==> config.mk <==
export PLATFORM = sky130hd
export DESIGN_NAME = mcs4_ram_host_bridge
export DESIGN_NICKNAME = d
export VERILOG_FILES = /design/src/rtl/mcs4_ram_host_bridge.sv
export SDC_FILE = /design/constraint.sdc
export NUM_CORES = 1
export LEC_CHECK = 0
export ABC_AREA = 1
export BUFFER_PORTS_ARGS = -buffer_cell sky130_fd_sc_hd__buf_2
export CAP_MARGIN = 40
export CORE_AREA = 2 2 64 66
export CTS_CLUSTER_SIZE = 25
export DETAILED_ROUTE_END_ITERATION = 8
export DIE_AREA = 0 0 66 68
export HOLD_SLACK_MARGIN = 0.03
export PLACE_DENSITY = 0.66
export SKIP_LAST_GASP = 1
export SYNTH_ARGS = -nofsm -noshare
export SYNTH_HDL_FRONTEND = slang
export SYNTH_SLANG_ARGS = --single-unit
==> constraint.sdc <==
create_clock -name clk -period 1.7 [get_ports clk]
set_clock_uncertainty 0.1 [all_clocks]
set_input_delay 0.34 -clock clk [delete_from_list [all_inputs] [get_ports clk]]
set_output_delay 0.34 -clock clk [all_outputs]
set_load 0.05 [all_outputs]
==> src/rtl/mcs4_ram_host_bridge.sv <==
// rtl/mcs4_ram_host_bridge.sv - host valid/ready to MCS-4 SRC + I/O-RAM instruction cycle bridge
module mcs4_ram_host_bridge #(
   parameter bit         RSP_ON_WRITE = 1'b1,
   parameter logic [3:0] IDLE_DBUS    = 4'h0
) (
   input  logic       clk,
   input  logic       rst,
   input  logic       cmd_valid,
   output logic       cmd_ready,
   input  logic [3:0] cmd_opa,
   input  logic [7:0] cmd_addr,
   input  logic [3:0] cmd_wdata,
   output logic       rsp_valid,
   input  logic       rsp_ready,
   output logic [3:0] rsp_rdata,
   output logic       sync,
   output logic       cm_ram,
   output logic [3:0] dbus_out,
   input  logic [3:0] dbus_in
);

   // WAIT holds an accepted command until the next instruction cycle boundary
   typedef enum logic [2:0] {S_IDLE, S_WAIT, S_SRC, S_IO, S_RESP} state_t;

   state_t     state, state_nxt;
   logic [2:0] phase;
   logic       aligned;
   logic [3:0] opa_q;
   logic [7:0] addr_q;
   logic [3:0] wdata_q;
   logic       is_read;
   logic       is_write;
   logic       rsp_due;

   // Opcode classes: read-class values are captured; WRR/WPM/RDR fall in neither and finish as writes
   always_comb begin
      is_read  = 1'b0;
      is_write = 1'b0;
      case (opa_q)
         4'h0, 4'h1, 4'h4, 4'h5, 4'h6, 4'h7: is_write = 1'b1;
         4'h8, 4'h9, 4'hB, 4'hC, 4'hD, 4'hE, 4'hF: is_read = 1'b1;
         default: ;
      endcase
      rsp_due = is_read | RSP_ON_WRITE;
   end

   assign sync = (phase == 3'd7);

   // Free-running A1..X3 phase counter
   always_ff @(posedge clk or posedge rst) begin
      if (rst) phase <= 3'd0;
      else     phase <= phase + 3'd1;
   end

   // RAM phase counters are never reset, so hold off commands until the first sync has gone out
   always_ff @(posedge clk or posedge rst) begin
      if (rst)                 aligned <= 1'b0;
      else if (phase == 3'd7)  aligned <= 1'b1;
   end

   // State register
   always_ff @(posedge clk or posedge rst) begin
      if (rst) state <= S_IDLE;
      else     state <= state_nxt;
   end

   // Command latch on handshake
   always_ff @(posedge clk or posedge rst) begin
      if (rst) begin
         opa_q   <= 4'h0;
         addr_q  <= 8'h00;
         wdata_q <= 4'h0;
      end else if (cmd_valid && cmd_ready) begin
         opa_q   <= cmd_opa;
         addr_q  <= cmd_addr;
         wdata_q <= cmd_wdata;
      end
   end

   // Read data sampled at the end of IO X2; non-read commands report zero
   always_ff @(posedge clk or posedge rst) begin
      if (rst)                                 rsp_rdata <= 4'h0;
      else if (state == S_IO && phase == 3'd6) rsp_rdata <= is_read ? dbus_in : 4'h0;
   end

   // Next state and bus drive, decoded from registered phase/state only
   always_comb begin
      state_nxt = state;
      cmd_ready = 1'b0;
      rsp_valid = 1'b0;
      cm_ram    = 1'b0;
      dbus_out  = IDLE_DBUS;
      case (state)
         S_IDLE: begin
            cmd_ready = aligned;
            if (cmd_valid && aligned)
               state_nxt = (phase == 3'd7) ? S_SRC : S_WAIT;
         end
         S_WAIT: begin
            if (phase == 3'd7) state_nxt = S_SRC;
         end
         S_SRC: begin
            if (phase == 3'd6) begin
               cm_ram   = 1'b1;
               dbus_out = addr_q[7:4];
            end else if (phase == 3'd7) begin
               dbus_out = addr_q[3:0];
            end
            if (phase == 3'd7) state_nxt = S_IO;
         end
         S_IO: begin
            if (phase == 3'd4) begin
               cm_ram   = 1'b1;
               dbus_out = opa_q;
            end else if (phase == 3'd6 && is_write) begin
               dbus_out = wdata_q;
            end
            if (phase == 3'd7) state_nxt = rsp_due ? S_RESP : S_IDLE;
         end
         S_RESP: begin
            rsp_valid = 1'b1;
            if (rsp_ready) state_nxt = S_IDLE;
         end
         default: state_nxt = S_IDLE;
      endcase
   end

endmodule

# Word-level counts from Yosys, hierarchy flattened
# Index checks and enable logic that the tools add are counted.
# W data, S select, Z words.
# word_totals
reg_bits	27
latch_bits	0
mem_bits_rw	0
rom_bits	0
out_inout_bits	12
elab_cells	61
mem_count	0
# op_classes
n_addsub	1
n_mul	0
div_mod_pow	0
order_cmp	0
n_eq_ne	24
shift	0
mux	20
bitwise_logic	0
n_reduce_logical	9
# ops
operator	n
$eq A4 B4 Y1 const B	7
$mux W4	5
$eq A4 B3 Y1 const B	4
$mux W3	5
$pmux W3 S5	1
$eq A3 B3 Y1 const B	4
$ne A2 B2 Y1 const B	5
$pmux W4 S2	1
$reduce_or A7 Y1	1
$eq A3 B2 Y1 const B	2
$mux W1	6
$reduce_or A6 Y1	1
$reduce_and A5 Y1	1
$eq A4 B1 Y1 const B	1
$logic_and A1 B1 Y1	4
$logic_not A4 Y1	1
$add A3 B1 Y3 const B	1
$eq A3 B1 Y1 const B	1
$logic_not A3 Y1	1
$mux W2	1
$pmux W1 S2	1

# Depth between registers and ports, before layout
# Gate-level depths: netlist of the first run.
# logic_depth
ltp_word	7
depth_mapped	8
mapped_depth_nobuf	8

# Worst setup path before layout of the first run
# No wires, ideal clock.
# synth_timing
path_type	reg-to-output
start	reg phase[1]
end	out dbus_out[0]
arrival_ns	1.680
required_time_ns	1.260
path_slack_ns	-0.420
stages_incl_launch_ff	7
n_path_buf	0
cell_sequence	dfrtp_1 > ha_1 > ha_1 > nand2_1 > nand2_1 > nand3_1 > nand3_1
# synth_via
elab_cells_between_ends	9
cone_classes	eq/ne: 3; mux: 5; reduce/logical: 1
# synth_rtl
element	line	rtl
from (decl)	26	logic [2:0] phase;
from (signal assigned)	52	else phase <= phase + 3'd1;
$eq A3 B3 Y1	-	
named net sync	16	output logic sync,
$mux W4	106	end else if (phase == 3'd7) begin
$mux W4	103	if (phase == 3'd6) begin
$pmux W4 S2	93	case (state)
to (decl)	18	output logic [3:0] dbus_out,
# The timed path passes the listed nets, and every way through them passes these cells.

# Final worst setup path of the first run
# layout_timing
start	reg phase[1]
end	out dbus_out[0]
# layout_via
elab_chain_len	5
elab_cells_between_ends	9
cone_classes	eq/ne: 3; mux: 5; reduce/logical: 1
# layout_lines
element	line	rtl
$eq A3 B3 Y1	103, 115	
$logic_and A1 B1 Y1	115	end else if (phase == 3'd6 && is_write) begin
$mux W4	115	
$mux W4	112	if (phase == 3'd4) begin
$pmux W4 S2 (*)	93	
# Mark *: on every way between the ends. The rest lies on a longest branch, timed or not.

==> impl_metrics.py, run 1 <==
metrics = {
    "worst_setup_path": {
        "start_kind": "flop",
        "cp_data_required_time_ns": 1.26,
        "endpoint_kind": "output pin",
        "worstPathCellList": "ha_2 > ha_4 > nand2_2 > nand2_1 > nand3_1 > nand3_2 > buf_8",
        "max_stage_delay_ns": 0.44,
        "cp_max_fo": 6,
        "slowest_stage": "dfrtp_1",
        "crit_arrival_ns": 1.57,
        "critical_path_class": "reg2out",
    },
    "layout": {
        "final_core_util": 0.538,
        "multi_input_area_sq_um": 806,
        "layout-drive-gt1-share": 0.481,
        "final_cell_area_sq_um": 2070,
        "fillCellCount": 355,
        "final_common_cell": "nand2_1",
        "final_nets": 260,
        "final_cell_mix": "nand2_1, buf_2, dfrtp_1",
        "area_growth_pct": 42.7,
        "diodes": 0,
        "seq_area_sq_um": 678,
    },
    "timing": {
        "drv_slew": 0,
        "max_slew_margin": 0.765,
        "post-route-period-util": 1.18,
        "hold_violations": 0,
        "worst_slew_pin_slew_ns": 0.352,
        "timing.fmax_mhz": 497,
        "setup-violations-final": 7,
        "setup_slack_ns": -0.311,
        "fin_hold_ws_ns": 0.152,
        "rsz0062_at_grt": "true",
        "fin_crit_ns": 2.01,
    },
    "detailed_routing": {
        "viasPerCell": 4.61,
        "routedWlPerCell_um": 11.1,
        "antenna_left": 0,
        "drt_iter0_drc": 69,
        "routed_wl_mm": 3.13,
        "drc": 0,
        "first_pass_iters": 5,
        "num_vias": 1296,
    },
    "synthesis": {
        "synth_top_area_cell": "dfrtp_1",
        "synth_seq_area_share": 0.465,
        "ys_warn_count": 0,
        "syn_nets": 206,
        "synthCells": 178,
        "ys_types": 20,
        "netlist_area_sq_um": 1450,
        "synth_top_area_share": 0.465,
        "ys_seq_elements": 27,
        "synth_area_leaders": "dfrtp_1, nand2_1, o21ai_2, nand3_1, inv_1",
        "syn_area_per_cell_sq_um": 8.17,
    },
    "global_routing": {
        "grtUsageMet2": 0.270,
        "met1_usage": 0.204,
        "top_usage_layer": "met2",
        "grt_usage": 0.157,
        "gr-total-overflow": 0,
        "grt_pass1_vias": 1221,
        "grt_max_degree": 29,
        "antenna_found_initial": 0,
        "grt_util_met3": 0.0263,
        "grt_first_pass_wirelength_mm": 5.36,
    },
    "clocking": {
        "clock-sinks": 27,
        "root_buffer": "clkbuf_8",
        "clock_path_buffers": 2,
        "cts_made_buffers": 3,
        "clk_pin_slew_ns": 0.09,
        "clkLatencyLatePin_ns": 0.28,
        "htreeDepth": 1,
        "tritoncts": "done",
    },
    "die": {
        "coreArea_sq_um": 3860,
        "io-pin-count": 36,
        "fp.dieH_um": 68,
        "start_util": 0.377,
        "core.rowCount": 23,
        "dieArea_sq_um": 4490,
        "die_w_um": 66,
    },
    "placement": {
        "place_area_sq_um": 1770,
        "hpwlAfterDp_mm": 2.23,
        "port_buffers": 35,
        "place_ws_ns": -0.119,
        "place.gp.congestion": 0.784,
    },
    "min_path": {
        "min_path_type": "in2reg",
    },
    "outcome": {
        "status": "complete, but fails checks",
        "violations": "setup timing",
    },
    "job": {
        "maxCapViolCount": 0,
    },
    "pwr": {
        "power.total_mw": 2.88,
        "p_per_area_nw_per_um2": 1390,
        "leakage_nw": 1.08,
        "ir_drop_uv": 697,
    },
}
Yosys cell counts (all sizes together):
master / n
a21oi: 1
buf: 3
dfrtp: 27
ha: 4
inv: 23
nand2: 73
nand3: 19
nor2: 12
nor3: 2
o21ai: 13
o22ai: 1
logic make-up (layout without fill, tap and decap cells):
group                    after synthesis  in the layout  share of synthesized area
buffers and inverters                 26             79                     0.0947
AND/OR/NAND/NOR                      106            106                      0.323
flip-flops                            27             27                      0.465
AO/OA/AOI/OAI                         15             15                     0.0835
adder cells (fa/ha/maj)                4              4                     0.0344
flip-flops by register name, summed over array words and instances, names as in the netlist:
register	count
state	3
aligned	1
rsp_rdata	4
wdata_q	4
addr_q	8
phase	3
opa_q	4
critical path, delay by kind of cell, from the launching register on:
family	cells	cell delay (ns)
flops	1	0.44
simple gates	4	0.28
fa+ha+maj	2	0.41
buf+inv	1	0.16
timing repair:
item	CTS	global route
pin swaps	15	9
resized for setup	40	24
buffers inserted	4	0
endpoints found under the setup margin	8	13
hold buffers	1	0
hold endpoints to repair	27	0
metal layers:
| metal | up-vias | routed length, um |
|---|---|---|
| met5 | - | 0 |
| met4 | 0 | 46 |
| met3 | 6 | 139 |
| met2 | 32 | 1570 |
| li1 | 659 | - |
| met1 | 599 | 1370 |
layout make-up:
type / count / area share
Multi-Input combinational cell: 125 / 0.388
Timing Repair Buffer: 52 / 0.188
Sequential cell: 27 / 0.327
Tap cell: 50 / 0.0302
Inverter: 23 / 0.0452
Clock buffer: 4 / 0.0217
final timing paths:
check / from / endpoint / slack (ns) / cells after the start
max reg2reg: state[1] / opa_q[3] / 0.13 / 7
min reg2reg: rsp_rdata[1] / rsp_rdata[1] / 0.39 / 2
min in group asynchronous: rst / state[2] / 0.56 / 4
max: phase[1] / dbus_out[0] / -0.31 / 7
min: dbus_in[3] / rsp_rdata[3] / 0.15 / 3
max in group asynchronous: rst / state[1] / 0.66 / 4
per-stage QoR:
| stage | std cells | TNS, ns |
|---|---|---|
| floorplan | 178 | -0.493 |
| finish | 281 | -1.73 |
| detailed placement | 272 | -0.485 |
| CTS | 281 | -1.74 |
| global placement | 272 | -0.289 |
| global route | 281 | -2.25 |
where the power goes:
group	internal (mW)	total, mW	switching (mW)
logic	0.535	1.44	0.909
clock network	0.168	0.372	0.203
registers	0.909	1.06	0.156
Note: power is estimated with default switching activity, not from simulation.
==> inputs of run 2 (changes only) <==
==> constraint.sdc (replaced) <==
create_clock -name clk -period 1.7 [get_ports clk]
set_clock_uncertainty 0.1 [all_clocks]
set_input_delay 0.34 -clock clk [delete_from_list [all_inputs] [get_ports clk]]
set_output_delay 0.34 -clock clk [all_outputs]
set_load 0.01 [all_outputs]
==> impl_metrics.py, run 2 (synthesis gave the netlist of run 1 again) <==
metrics = {
    "outcome": {
        "status": "complete, but fails checks",
        "violations": "setup timing",
    },
    "layout": {
        "final_common_cell": "nand2_1",
        "largest_reg_flops": 8,
        "final_cell_area_sq_um": 2080,
        "top_register": "addr_q",
        "multi_input_area_sq_um": 858,
        "diodes": 0,
        "layout-drive-gt1-share": 0.528,
        "fillCellCount": 372,
        "final_cell_mix": "nand2_1, buf_2, dfrtp_1",
        "area_growth_pct": 42.9,
        "final_nets": 258,
        "fin_cells": 279,
        "seq_area_sq_um": 678,
    },
    "global_routing": {
        "grt_max_degree": 29,
        "grt_pass1_vias": 1184,
        "antenna_found_initial": 0,
        "grt_usage": 0.154,
        "gr-total-overflow": 0,
        "grt_first_pass_wirelength_mm": 5.25,
    },
    "clocking": {
        "clk_pin_slew_ns": 0.09,
        "clock_path_buffers": 2,
        "root_buffer": "clkbuf_8",
        "htreeDepth": 1,
        "tritoncts": "done",
        "cts_made_buffers": 3,
        "clock-sinks": 27,
        "clkLatencyLatePin_ns": 0.27,
    },
    "timing": {
        "max_slew_margin": 0.773,
        "hold_violations": 0,
        "rsz0062_at_grt": "true",
        "post-route-period-util": 1.16,
        "fin_crit_ns": 1.97,
        "timing.fmax_mhz": 507,
        "worst_slew_pin_slew_ns": 0.340,
        "setup_slack_ns": -0.271,
        "drv_slew": 0,
        "setup-violations-final": 6,
    },
    "die": {
        "dieArea_sq_um": 4490,
        "core.rowCount": 23,
        "fp.dieH_um": 68,
        "io-pin-count": 36,
        "coreArea_sq_um": 3860,
        "start_util": 0.377,
        "die_w_um": 66,
    },
    "placement": {
        "place.gp.congestion": 0.814,
        "hpwlAfterDp_mm": 2.23,
        "place_ws_ns": -0.0405,
        "place_area_sq_um": 1720,
        "port_buffers": 35,
        "placedCellCount": 270,
    },
    "detailed_routing": {
        "num_vias": 1257,
        "viasPerCell": 4.51,
        "drc": 0,
        "antenna_left": 0,
        "routed_wl_mm": 3.30,
        "routedWlPerCell_um": 11.8,
        "drt_iter0_drc": 25,
        "first_pass_iters": 3,
    },
    "job": {
        "maxCapViolCount": 0,
    },
    "min_path": {
        "min_path_type": "in2reg",
    },
    "worst_setup_path": {
        "endpoint_kind": "output pin",
        "crit_arrival_ns": 1.53,
        "slowest_stage": "dfrtp_1",
        "critical_path_class": "reg2out",
        "crit_buf_inv": 2,
        "critical-path-top-delay-family": "flip-flops",
        "worstPathCellList": "buf_6 > ha_4 > ha_4 > nand2_2 > nand2_1 > nand3_2 > nand3_2 > buf_6",
        "cp_max_fo": 5,
        "max_stage_delay_ns": 0.41,
        "cp_data_required_time_ns": 1.26,
        "start_kind": "flop",
    },
    "pwr": {
        "leakage_nw": 1.07,
        "ir_drop_uv": 743,
        "p_per_area_nw_per_um2": 1270,
    },
}
-- run 2: changes by cell type in the layout (fill, tap and decap cells not counted), sizes merged --
cell    change
clkbuf      -1
buf         -2
clkinv      +1
-- run 2: final cells by class --
class,instances,area share
Inverter,23,0.0464
Multi-Input combinational cell,125,0.413
Sequential cell,27,0.326
Clock inverter,1,0.00241
Tap cell,50,0.0301
Clock buffer,3,0.0199
Timing Repair Buffer,50,0.162
-- run 2: worst reg2reg max path: cells and delay by family, from the launching register on --
family | cells | cell delay, ns
buf+inv | 4 | 0.43
flops | 1 | 0.41
fa+ha+maj | 2 | 0.33
simple gates | 5 | 0.32
-- run 2: final timing paths --
| path | to | startpoint | cells past startpoint | slack [ns] |
|---|---|---|---|---|
| setup reg to reg | state[1] | phase[0] | 11 | 0.01 |
| max in group asynchronous | state[0] | rst | 4 | 0.67 |
| setup / recovery | dbus_out[0] | phase[0] | 8 | -0.27 |
| hold reg to reg | aligned | aligned | 2 | 0.38 |
| min in group asynchronous | state[2] | rst | 4 | 0.55 |
| hold / removal | addr_q[0] | cmd_addr[0] | 3 | 0.16 |
-- run 2: per-layer routing --
metal | vias up | global-route usage | wire length (um)
met2 | 26 | 0.269 | 1640
met5 | - | 0 | 0
met3 | 4 | 0.0378 | 152
met1 | 571 | 0.195 | 1470
met4 | 0 | 0.0306 | 29
li1 | 656 | - | -
-- run 2: report_power, final --
part	total, mW	switching [mW]	internal [mW]
Clock	0.363	0.199	0.164
Sequential	1.06	0.150	0.906
Combinational	1.21	0.733	0.478
Total	2.63	1.08	1.55
-- run 2: metrics by stage --
| step | setup TNS (ns) | util | power, mW | hold slack, ns |
|---|---|---|---|---|
| after floorplan | 0 | - | 1.85 | 0.293 |
| after CTS | -1.40 | 0.491 | 2.50 | 0.151 |
| final | -1.52 | 0.539 | 2.63 | 0.155 |
| after global routing | -2.08 | 0.539 | 2.85 | 0.161 |
| after global placement | -0.0839 | 0.446 | 2.07 | 0.320 |
| after detailed placement | -0.125 | 0.446 | 2.09 | 0.314 |
-- run 2: timing repair --
action / 4_1_cts / 5_1_grt
buffers inserted: 3 / 1
hold endpoints to repair: 27 / 0
hold buffers: 1 / 0
resized for setup: 28 / 44
pin swaps: 17 / 11
setup endpoints to repair: 8 / 11
